==> config.mk <==
export PLATFORM = sky130hd
export DESIGN_NAME = mem_arbiter
export DESIGN_NICKNAME = d
export VERILOG_FILES = /design/src/rtl/mem_defs_pkg.sv /design/src/rtl/mem_arbiter_byte_lane.sv /design/src/rtl/mem_arbiter.sv
export SDC_FILE = /design/constraint.sdc
export NUM_CORES = 1
export LEC_CHECK = 0
export ABC_CLOCK_PERIOD_IN_PS = 2300
export BUFFER_PORTS_ARGS = -buffer_cell sky130_fd_sc_hd__buf_4
export CAP_MARGIN = 0
export CORE_UTILIZATION = 33
export DETAILED_ROUTE_END_ITERATION = 10
export HOLD_SLACK_MARGIN = 0.02
export MAX_ROUTING_LAYER = met4
export SLEW_MARGIN = 0
export SYNTH_ARGS = -nofsm -noshare
export SYNTH_HDL_FRONTEND = slang
export SYNTH_HIERARCHICAL = 1
export SYNTH_SLANG_ARGS = --single-unit
==> constraint.sdc <==
create_clock -name clk -period 2.3 [get_ports clk]
set_clock_uncertainty 0.2 [all_clocks]
set_input_delay 0.115 -clock clk [delete_from_list [all_inputs] [get_ports clk]]
set_output_delay 0.115 -clock clk [all_outputs]
set_load 0.02 [all_outputs]
==> src/rtl/mem_defs_pkg.sv <==
// Shared definitions for the SRAM arbiter: op encodings, FSM states, byte-enable constants.
package mem_defs;

    localparam logic [3:0] OP_NONE = 4'b0000;
    localparam logic [3:0] OP_LW   = 4'b1000;
    localparam logic [3:0] OP_LB   = 4'b1001;
    localparam logic [3:0] OP_LBU  = 4'b1010;
    localparam logic [3:0] OP_SW   = 4'b1100;
    localparam logic [3:0] OP_SB   = 4'b1101;

    localparam logic [3:0] BE_NONE = 4'b1111;

    typedef enum logic [1:0] {
        ST_IDLE,
        ST_ACCESS,
        ST_DONE
    } state_t;

    // Undefined encodings with bit3 set behave like OP_NONE.
    function automatic logic is_mem_op(input logic [3:0] op);
        return op inside {OP_LW, OP_LB, OP_LBU, OP_SW, OP_SB};
    endfunction

    function automatic logic is_write(input logic [3:0] op);
        return op[3] & op[2];
    endfunction

endpackage

==> src/rtl/mem_arbiter_byte_lane.sv <==
// Byte-lane steering: store byte enables and lane replication, load byte extraction and extension.
module byte_lane
    import mem_defs::*;
(
    input  logic [3:0]  op,
    input  logic [1:0]  offset,
    input  logic [31:0] store_data,
    input  logic [31:0] read_data,
    output logic [3:0]  be_n,
    output logic [31:0] write_data,
    output logic [31:0] load_data
);

    logic [7:0] sel_byte;

    assign sel_byte = read_data[{offset, 3'b000} +: 8];

    // NOTE: every output gets a default before the case, so no path can infer a latch.
    always_comb begin
        be_n       = 4'b0000;
        write_data = store_data;
        load_data  = read_data;
        case (op)
            OP_SB: begin
                be_n       = ~(4'b0001 << offset);
                write_data = {4{store_data[7:0]}};
            end
            OP_LB:   load_data = {{24{sel_byte[7]}}, sel_byte};
            OP_LBU:  load_data = {24'h000000, sel_byte};
            default: ;
        endcase
    end

endmodule

==> src/rtl/mem_arbiter.sv <==
// Arbitrates the single external SRAM between instruction fetch and the MEM-stage load/store unit.
module mem_arbiter
    import mem_defs::*;
#(
    parameter int WAIT_CYCLES = 2,
    parameter int ADDR_W      = 20
) (
    input  logic              clk,
    input  logic              rst,
    input  logic [3:0]        ifOp_i,
    input  logic [31:0]       ifAddr_i,
    input  logic [3:0]        memOp_i,
    input  logic [31:0]       memAddr_i,
    input  logic [31:0]       memData_i,
    output logic [31:0]       inst_o,
    output logic              instValid_o,
    output logic [31:0]       memData_o,
    output logic              memValid_o,
    output logic              stallReq_o,
    output logic [ADDR_W-1:0] sram_addr_o,
    output logic [31:0]       sram_data_o,
    input  logic [31:0]       sram_data_i,
    output logic              sram_dataOe_o,
    output logic              sram_ce_n_o,
    output logic              sram_oe_n_o,
    output logic              sram_we_n_o,
    output logic [3:0]        sram_be_n_o
);

    localparam int               CNT_W    = (WAIT_CYCLES > 1) ? $clog2(WAIT_CYCLES) : 1;
    localparam logic [CNT_W-1:0] CNT_LOAD = CNT_W'(WAIT_CYCLES - 1);

    state_t            state, state_next;
    logic [CNT_W-1:0]  cnt;
    logic [3:0]        cur_op;
    logic [ADDR_W+1:0] cur_addr;
    logic [31:0]       cur_data;
    logic              cur_fetch;
    logic              pend_valid;
    logic [ADDR_W+1:0] pend_addr;

    logic if_req, mem_req, if_new, mem_new, take_pend, start, last_beat, cur_write;
    logic [3:0]  lane_be_n;
    logic [31:0] lane_wdata, lane_load;
    logic        unused_addr_bits;

    assign unused_addr_bits = ^{ifAddr_i[31:ADDR_W+2], memAddr_i[31:ADDR_W+2]};

    assign if_req    = (ifOp_i == OP_LW);
    assign mem_req   = is_mem_op(memOp_i);
    assign cur_write = is_write(cur_op);
    assign last_beat = (state == ST_ACCESS) && (cnt == '0);
    assign take_pend = (state == ST_DONE) && pend_valid;
    assign start     = if_new || mem_new || take_pend;

    // In DONE the source just served still presents its old op until the pipeline
    // advances at the end of this cycle, so only the other source counts as new.
    always_comb begin
        if_new  = 1'b0;
        mem_new = 1'b0;
        if (state == ST_IDLE) begin
            mem_new = mem_req;
            if_new  = if_req && !mem_req;
        end else if (state == ST_DONE && !pend_valid) begin
            mem_new = mem_req && cur_fetch;
            if_new  = if_req && !cur_fetch;
        end
    end

    always_comb begin
        state_next = state;
        case (state)
            ST_IDLE:   if (start) state_next = ST_ACCESS;
            ST_ACCESS: if (cnt == '0) state_next = ST_DONE;
            ST_DONE:   state_next = start ? ST_ACCESS : ST_IDLE;
            default:   state_next = ST_IDLE;
        endcase
    end

    // NOTE: sequential state uses non-blocking assignments so every register samples pre-edge values.
    always_ff @(posedge clk or negedge rst) begin
        if (!rst) begin
            state      <= ST_IDLE;
            cnt        <= '0;
            cur_op     <= OP_NONE;
            cur_addr   <= '0;
            cur_data   <= '0;
            cur_fetch  <= 1'b0;
            pend_valid <= 1'b0;
            pend_addr  <= '0;
            inst_o     <= '0;
            memData_o  <= '0;
        end else begin
            state <= state_next;
            if (start) begin
                cnt <= CNT_LOAD;
                if (take_pend) begin
                    cur_op     <= OP_LW;
                    cur_addr   <= pend_addr;
                    cur_fetch  <= 1'b1;
                    pend_valid <= 1'b0;
                end else if (mem_new) begin
                    cur_op    <= memOp_i;
                    cur_addr  <= memAddr_i[ADDR_W+1:0];
                    cur_data  <= memData_i;
                    cur_fetch <= 1'b0;
                    // A fetch arriving together with a data access waits its turn.
                    if (state == ST_IDLE && if_req) begin
                        pend_valid <= 1'b1;
                        pend_addr  <= ifAddr_i[ADDR_W+1:0];
                    end
                end else begin
                    cur_op    <= OP_LW;
                    cur_addr  <= ifAddr_i[ADDR_W+1:0];
                    cur_fetch <= 1'b1;
                end
            end else if (state == ST_ACCESS && cnt != '0) begin
                cnt <= cnt - 1'b1;
            end
            if (last_beat && !cur_write) begin
                if (cur_fetch) inst_o    <= lane_load;
                else           memData_o <= lane_load;
            end
        end
    end

    byte_lane u_byte_lane (
        .op         (cur_op),
        .offset     (cur_addr[1:0]),
        .store_data (cur_data),
        .read_data  (sram_data_i),
        .be_n       (lane_be_n),
        .write_data (lane_wdata),
        .load_data  (lane_load)
    );

    always_comb begin
        sram_ce_n_o   = (state != ST_ACCESS);
        sram_oe_n_o   = !((state == ST_ACCESS) && !cur_write);
        sram_we_n_o   = !((state == ST_ACCESS) && cur_write);
        sram_dataOe_o = (state == ST_ACCESS) && cur_write;
        sram_be_n_o   = BE_NONE;
        if (state == ST_ACCESS) sram_be_n_o = cur_write ? lane_be_n : 4'b0000;
    end

    assign sram_addr_o = cur_addr[ADDR_W+1:2];
    assign sram_data_o = lane_wdata;
    assign instValid_o = (state == ST_DONE) && cur_fetch;
    assign memValid_o  = (state == ST_DONE) && !cur_fetch;
    // Inputs stay live during reset, so the stall request is masked explicitly.
    assign stallReq_o  = rst && ((state == ST_ACCESS) || start);

endmodule

==> results of run 1 <==
[power groups by stage]
stage	Clock [µW]	Sequential, µW	Combinational [µW]
CTS	2740	4650	8480
detailed placement	0	4680	8280
global route	2850	4800	9120
floorplan	0	5190	4730
global placement	0	4670	8190
finish	2660	4640	8510
[worst register-to-register path, stage by stage, from the launching register on]
cell	delay [ns]
dfrtp_1	0.40
buf_4	0.17
nor2_1	0.15
nand4_2	0.12
dlygate4sd3_1	0.59
buf_4	0.18
mux2_4	0.31
[logic make-up (layout without fill, tap and decap cells)]
logic type             after synthesis  count (layout)  share of synthesized area [%]
flip-flops                         149             149                           50.3
AND/OR/NAND/NOR                    220             220                           13.4
multiplexers                        95              95                           17.0
XOR/XNOR                             1               1                          0.220
buffers and inverters               87             440                           7.26
AO/OA/AOI/OAI                      120             120                           11.8
[synth_stat cells, drive strengths merged, types with 2 or more instances]
cell type,instances
inv,12
nand2,163
clkbuf,16
a21oi,3
nor4b,2
a41oi,7
dfrtp,149
o221ai,7
and3,2
and2,2
a22oi,22
nand3,26
mux2,87
a22o,3
buf,58
a21o,24
nor3b,7
o21a,4
nor2,7
a31oi,44
nor2b,4
nand2b,2
mux2i,7
[metal layers]
layer	vias up	routed length, µm	part of all wire (%)	global-route usage, %
met2	248	11700	49	34.1
met5	-	0	0	-
met3	24	1360	5.7	5.11
li1	3010	-	-	-
met4	0	280	1.2	4.67
met1	3202	10500	44	28.1
[timing repair]
item,CTS,global route
gates cloned,0,0
pin swaps,1,0
hold endpoints to repair,291,0
setup buffers,5,3
setup endpoints to repair,36,13
hold buffers,108,0
gates resized for setup,2,5
[worst paths after layout]
kind | from | end
setup / recovery | state[1]$_DFFE_PN0P_ | pend_addr[17]$_DFFE_PN0P_
hold / removal | sram_data_i[4] | inst_o[4]$_DFFE_PN0P_
setup reg to reg | state[1]$_DFFE_PN0P_ | pend_addr[17]$_DFFE_PN0P_
hold reg to reg | cur_data[23]$_DFFE_PN0P_ | cur_data[23]$_DFFE_PN0P_
max in group asynchronous | rst | memData_o[12]$_DFFE_PN0P_
min in group asynchronous | rst | memData_o[3]$_DFFE_PN0P_
[stage by stage]
stage	instance area, µm²	total power, µW	TNS (ns)	hold WS (ns)
after floorplan	7410	9920	0	-0.381
after global placement	9440	12900	-0.333	-0.219
after detailed placement	9440	13000	-1.07	-0.219
after CTS	11100	15900	0	0.0466
after global routing	11100	16800	0	0.0511
final	11100	15800	0	0.0617
[state kept, by name (all words and copies together) (netlist names)]
signal,count
cur_addr,22
cur_data,32
inst_o,32
cnt,1
cur_fetch,1
cur_op,4
state,2
pend_valid,1
memData_o,32
pend_addr,22
[final cells by class]
class / count / area share [%]
sequential: 149 / 33.5
timing repair buffer: 395 / 29.5
multi-input combinational: 436 / 28.5
clock buffer: 18 / 3.85
tap: 280 / 3.15
clock inverter: 14 / 1.04
inverter: 13 / 0.438
==> impl_metrics.tcl, run 1 <==
set metrics [dict create \
    path_common_cell "buf_4" \
    clock.fmax_ghz 0.448 \
    hpwl_um 15800 \
    ys_dominant_reg_cell "dfrtp_1" \
    seqCellArea_mm2 0.00373 \
    worst_ep_required_time_ns 2.41 \
    power.internal_uw 9230 \
    synth_area_mm2 0.00741 \
    fp.coreArea_mm2 0.0219 \
    globalplace.congestion 0.823 \
    leakagePower_uw 0.00568 \
    antenna_left 0 \
    synthArstFlopShare_pct 100 \
    clockRootBuffer "clkbuf_16" \
    cp-start-kind "flop" \
    cp_num_cells 6 \
    vias_per_cell 4.97 \
    area_growth_pct 50.4 \
    end_kind "flop" \
    dp.cells 1157 \
    cts_buffers 17 \
    ir_worst_vdd_mv 0.588 \
    worst_pin_slew_ns 0.906 \
    clkPwrFrac_pct 16.8 \
    multiInputGateArea_mm2 0.00317 \
    drt_iter0_markers 319 \
    ys_ff_latch 149 \
    hold_viol 0 \
    yosysSeqAreaShare_pct 50.3 \
    clock_path_buffers 2 \
    grt_use_total_pct 21.6 \
    clock_latency_ns 0.42 \
    final_cell_mix "buf_4, nand2_1, dfrtp_1" \
    dieHeight_um 152 \
    p_per_area_mw_per_mm2 1420 \
    r2r_slack_ns 0.07 \
    rsz0062_at_grt "no" \
    final_util_pct 50.9 \
    drv_cap 0 \
    grt.overflow.total 0 \
    pre_cts_ws_ns -0.0876 \
    cp_slowest_stage_delay_ns 0.59 \
    ys_warn_count 6 \
    crit_family "buffers and inverters" \
    layout_setup_ws_ns 0.0669 \
    num_vias 6484 \
    drc 0 \
    setup_viol 0 \
    num_rows 54 \
    syn_nets 810 \
    io_pins 265 \
    antenna_found_initial 0 \
    path_clk_slew_ns 0.07 \
    finalMaxSlewViolations 0 \
    synth_enable_flop_cells 0 \
    dieArea_mm2 0.0230 \
    status "complete, no violations" \
    mostFrequentLayoutCell "buf_4" \
    synth_top_cells_by_area "dfrtp_1, mux2_4, nand2_1" \
    synth.distinct_cells 48 \
    yosys.area.top_type "dfrtp_1" \
    period_minus_slack_ns 2.23 \
    first_pass_iters 5 \
    synthCells 672 \
    critPathKind "reg -> reg" \
    period_share_pct 97.1 \
    path_cells "buf_4, nor2_1, nand4_2, dlygate4sd3_1, buf_4, mux2_4" \
    nets 1150 \
    netSwitchingFraction_pct 41.6 \
    avgSynthCellArea_um2 11.0 \
    cp.arrival_ns 2.34 \
    die_w_um 152 \
    h-tree-depth 4 \
    r2r_cells 6 \
    critPathMaxFanout 7 \
    p_comb_share_pct 53.8 \
    grt_start_max_net_pins 56 \
    grt_pass1_wl_um 37900 \
    io_buffers 244 \
    drt-total-wl_um 23800 \
    insertedDiodeCount 0 \
    worstHoldPathCells 4 \
    drt-wirelength-per-cell_um 18.2 \
    clkSinkCount 149 \
    synth.top_cell.area_share_pct 50.3 \
    drive_gt1_share_pct 41.3 \
    initial_core_util_pct 33.8 \
    cp_slowest_cell "dlygate4sd3_1" \
    cts_tree "built" \
    fillers 2049 \
    critPathBufInv 3 \
    first_global_vias 6706 \
    relSlewSlack_pct 39.4 \
    final_cells 1305 \
    hp-class "in -> reg" \
    power_switching_uw 6580 \
    pwr-share-seq_pct 29.4 \
]
Power figures use the tool's default switching activity.
==> inputs of run 2 (changes only) <==
--- a/config.mk
+++ b/config.mk
@@ -5,13 +5,13 @@
 export SDC_FILE = /design/constraint.sdc
 export NUM_CORES = 1
 export LEC_CHECK = 0
-export ABC_CLOCK_PERIOD_IN_PS = 2300
+export ABC_CLOCK_PERIOD_IN_PS = 2200
 export BUFFER_PORTS_ARGS = -buffer_cell sky130_fd_sc_hd__buf_4
 export CAP_MARGIN = 0
 export CORE_UTILIZATION = 33
 export DETAILED_ROUTE_END_ITERATION = 10
 export HOLD_SLACK_MARGIN = 0.02
-export MAX_ROUTING_LAYER = met4
+export REMOVE_ABC_BUFFERS = 1
 export SLEW_MARGIN = 0
 export SYNTH_ARGS = -nofsm -noshare
 export SYNTH_HDL_FRONTEND = slang
==> constraint.sdc (replaced) <==
create_clock -name clk -period 2.2 [get_ports clk]
set_clock_uncertainty 0.2 [all_clocks]
set_input_delay 0.11 -clock clk [delete_from_list [all_inputs] [get_ports clk]]
set_output_delay 0.11 -clock clk [all_outputs]
set_load 0.02 [all_outputs]
==> impl_metrics.tcl, run 2 (synthesized netlist as in run 1, its figures left out) <==
set metrics [dict create \
    p_per_area_mw_per_mm2 1490 \
    clock_latency_ns 0.42 \
    drt_iter0_markers 206 \
    power.internal_uw 9860 \
    dieArea_mm2 0.0230 \
    cp-start-kind "flop" \
    crit_family "flip-flops" \
    critPathKind "reg -> reg" \
    period_minus_slack_ns 2.11 \
    hpwl_um 14800 \
    critPathBufInv 1 \
    ir_worst_vdd_mv 0.606 \
    cp_slowest_cell "dfrtp_1" \
    clockRootBuffer "clkbuf_16" \
    pwr-share-seq_pct 29.4 \
    worst_pin_slew_ns 0.670 \
    area_growth_pct 50.9 \
    final_cell_mix "buf_4, nand2_1, dfrtp_1" \
    vias_per_cell 4.96 \
    relSlewSlack_pct 55.3 \
    first_global_vias 6745 \
    end_kind "flop" \
    fp.coreArea_mm2 0.0219 \
    hold_viol 0 \
    drc 0 \
    setup_tns_ns 0 \
    drive_gt1_share_pct 40.1 \
    insertedDiodeCount 0 \
    placed_cell_area_mm2 0.00948 \
    first_pass_iters 5 \
    power_switching_uw 6740 \
    num_rows 54 \
    hp-class "in -> reg" \
    grt_pass1_wl_um 37300 \
    nets 1141 \
    mostFrequentLayoutCell "buf_4" \
    initial_core_util_pct 33.8 \
    cts_buffers 17 \
    dieHeight_um 152 \
    cts_tree "built" \
    clock_path_buffers 2 \
    grt_use_total_pct 20.5 \
    clkSinkCount 149 \
    worst_ep_required_time_ns 2.36 \
    die_w_um 152 \
    globalplace.congestion 0.751 \
    antenna_left 0 \
    path_cells "xor2_2, buf_4, nand3_1, o221ai_1, mux2_2" \
    drt-wirelength-per-cell_um 18.1 \
    fin_area_mm2 0.0112 \
    clock.fmax_ghz 0.475 \
    cp.arrival_ns 2.27 \
    num_vias 6417 \
    cp_slowest_stage_delay_ns 0.47 \
    setup_viol 0 \
    antenna_found_initial 0 \
    period_share_pct 95.7 \
    leakagePower_uw 0.00569 \
    h-tree-depth 4 \
    drt-total-wl_um 23400 \
    netSwitchingFraction_pct 40.6 \
    status "complete, no violations" \
    p_comb_share_pct 53.2 \
    io_buffers 244 \
    grt.overflow.total 0 \
    path_clk_slew_ns 0.06 \
    critPathMaxFanout 8 \
    io_pins 265 \
    finalMaxSlewViolations 0 \
    reg.largest.list "cur_data: 32 flops, inst_o: 32 flops, memData_o: 32 flops" \
    grt_start_max_net_pins 60 \
    drv_cap 0 \
    clkPwrFrac_pct 17.5 \
]
## run 2: power by group through the flow
stage	combinational, µW	clock, µW	sequential (µW)
2_1_floorplan	3940	0	5820
3_3_place_gp	8580	0	4900
3_5_place_dp	8660	0	4910
4_1_cts	8850	2990	4880
5_1_grt	9470	3100	5070
6_report	8820	2900	4880
## run 2: routing by layer
layer / up-vias / wire length [µm] / track usage, %
met1: 3150 / 10100 / 25.3
met5: - / 0 / 0
met3: 21 / 1750 / 6.90
met2: 251 / 11300 / 34.2
li1: 2995 / - / -
met4: 0 / 301 / 5.14
## run 2: metrics by stage
stage	utilization, %	std cells	hold WS [ns]	total power (µW)	setup slack [ns]
2_1_floorplan	-	598	-0.386	9770	-0.549
3_3_place_gp	43.3	1153	-0.0303	13500	0.0931
3_5_place_dp	43.3	1153	-0.0368	13600	0.106
4_1_cts	51.0	1295	0.0281	16700	0.0220
5_1_grt	51.1	1295	0.0422	17600	-0.0153
6_report	51.1	1295	0.0316	16600	0.0947
## run 2: final timing paths
path / startpoint / endpoint / slack [ns] / depth (start not counted)
min: sram_data_i[6] / memData_o[6]$_DFFE_PN0P_ / 0.03 / 4
max reg2reg: cur_op[1]$_DFFE_PN0P_ / memData_o[0]$_DFFE_PN0P_ / 0.09 / 5
max: cur_op[1]$_DFFE_PN0P_ / memData_o[0]$_DFFE_PN0P_ / 0.09 / 5
max in group asynchronous: rst / memData_o[29]$_DFFE_PN0P_ / 1.09 / 3
min in group asynchronous: rst / state[1]$_DFFE_PN0P_ / 0.10 / 3
min reg2reg: cur_data[18]$_DFFE_PN0P_ / cur_data[18]$_DFFE_PN0P_ / 0.28 / 2
## run 2: cell type report
class	instances	area, µm²
fill	2000	10700
sequential	149	3730
timing repair buffer	386	3300
multi-input combinational	436	3170
clock buffer	20	447
tap	280	350
clock inverter	11	126
inverter	13	52.6
## run 2: repair_timing
action                     in CTS  in global routing
setup endpoints to repair      25                 49
hold endpoints to repair      292                  0
hold buffers                  110                  0
pin swaps                       0                  0
gates cloned                    0                  0
setup buffers                   1                  0
resized for setup               1                  4
## run 2: worst min-delay path, stage by stage
cell	delay [ns]
buf_4	0.08
inv_1	0.03
o221ai_1	0.25
mux2_1	0.14
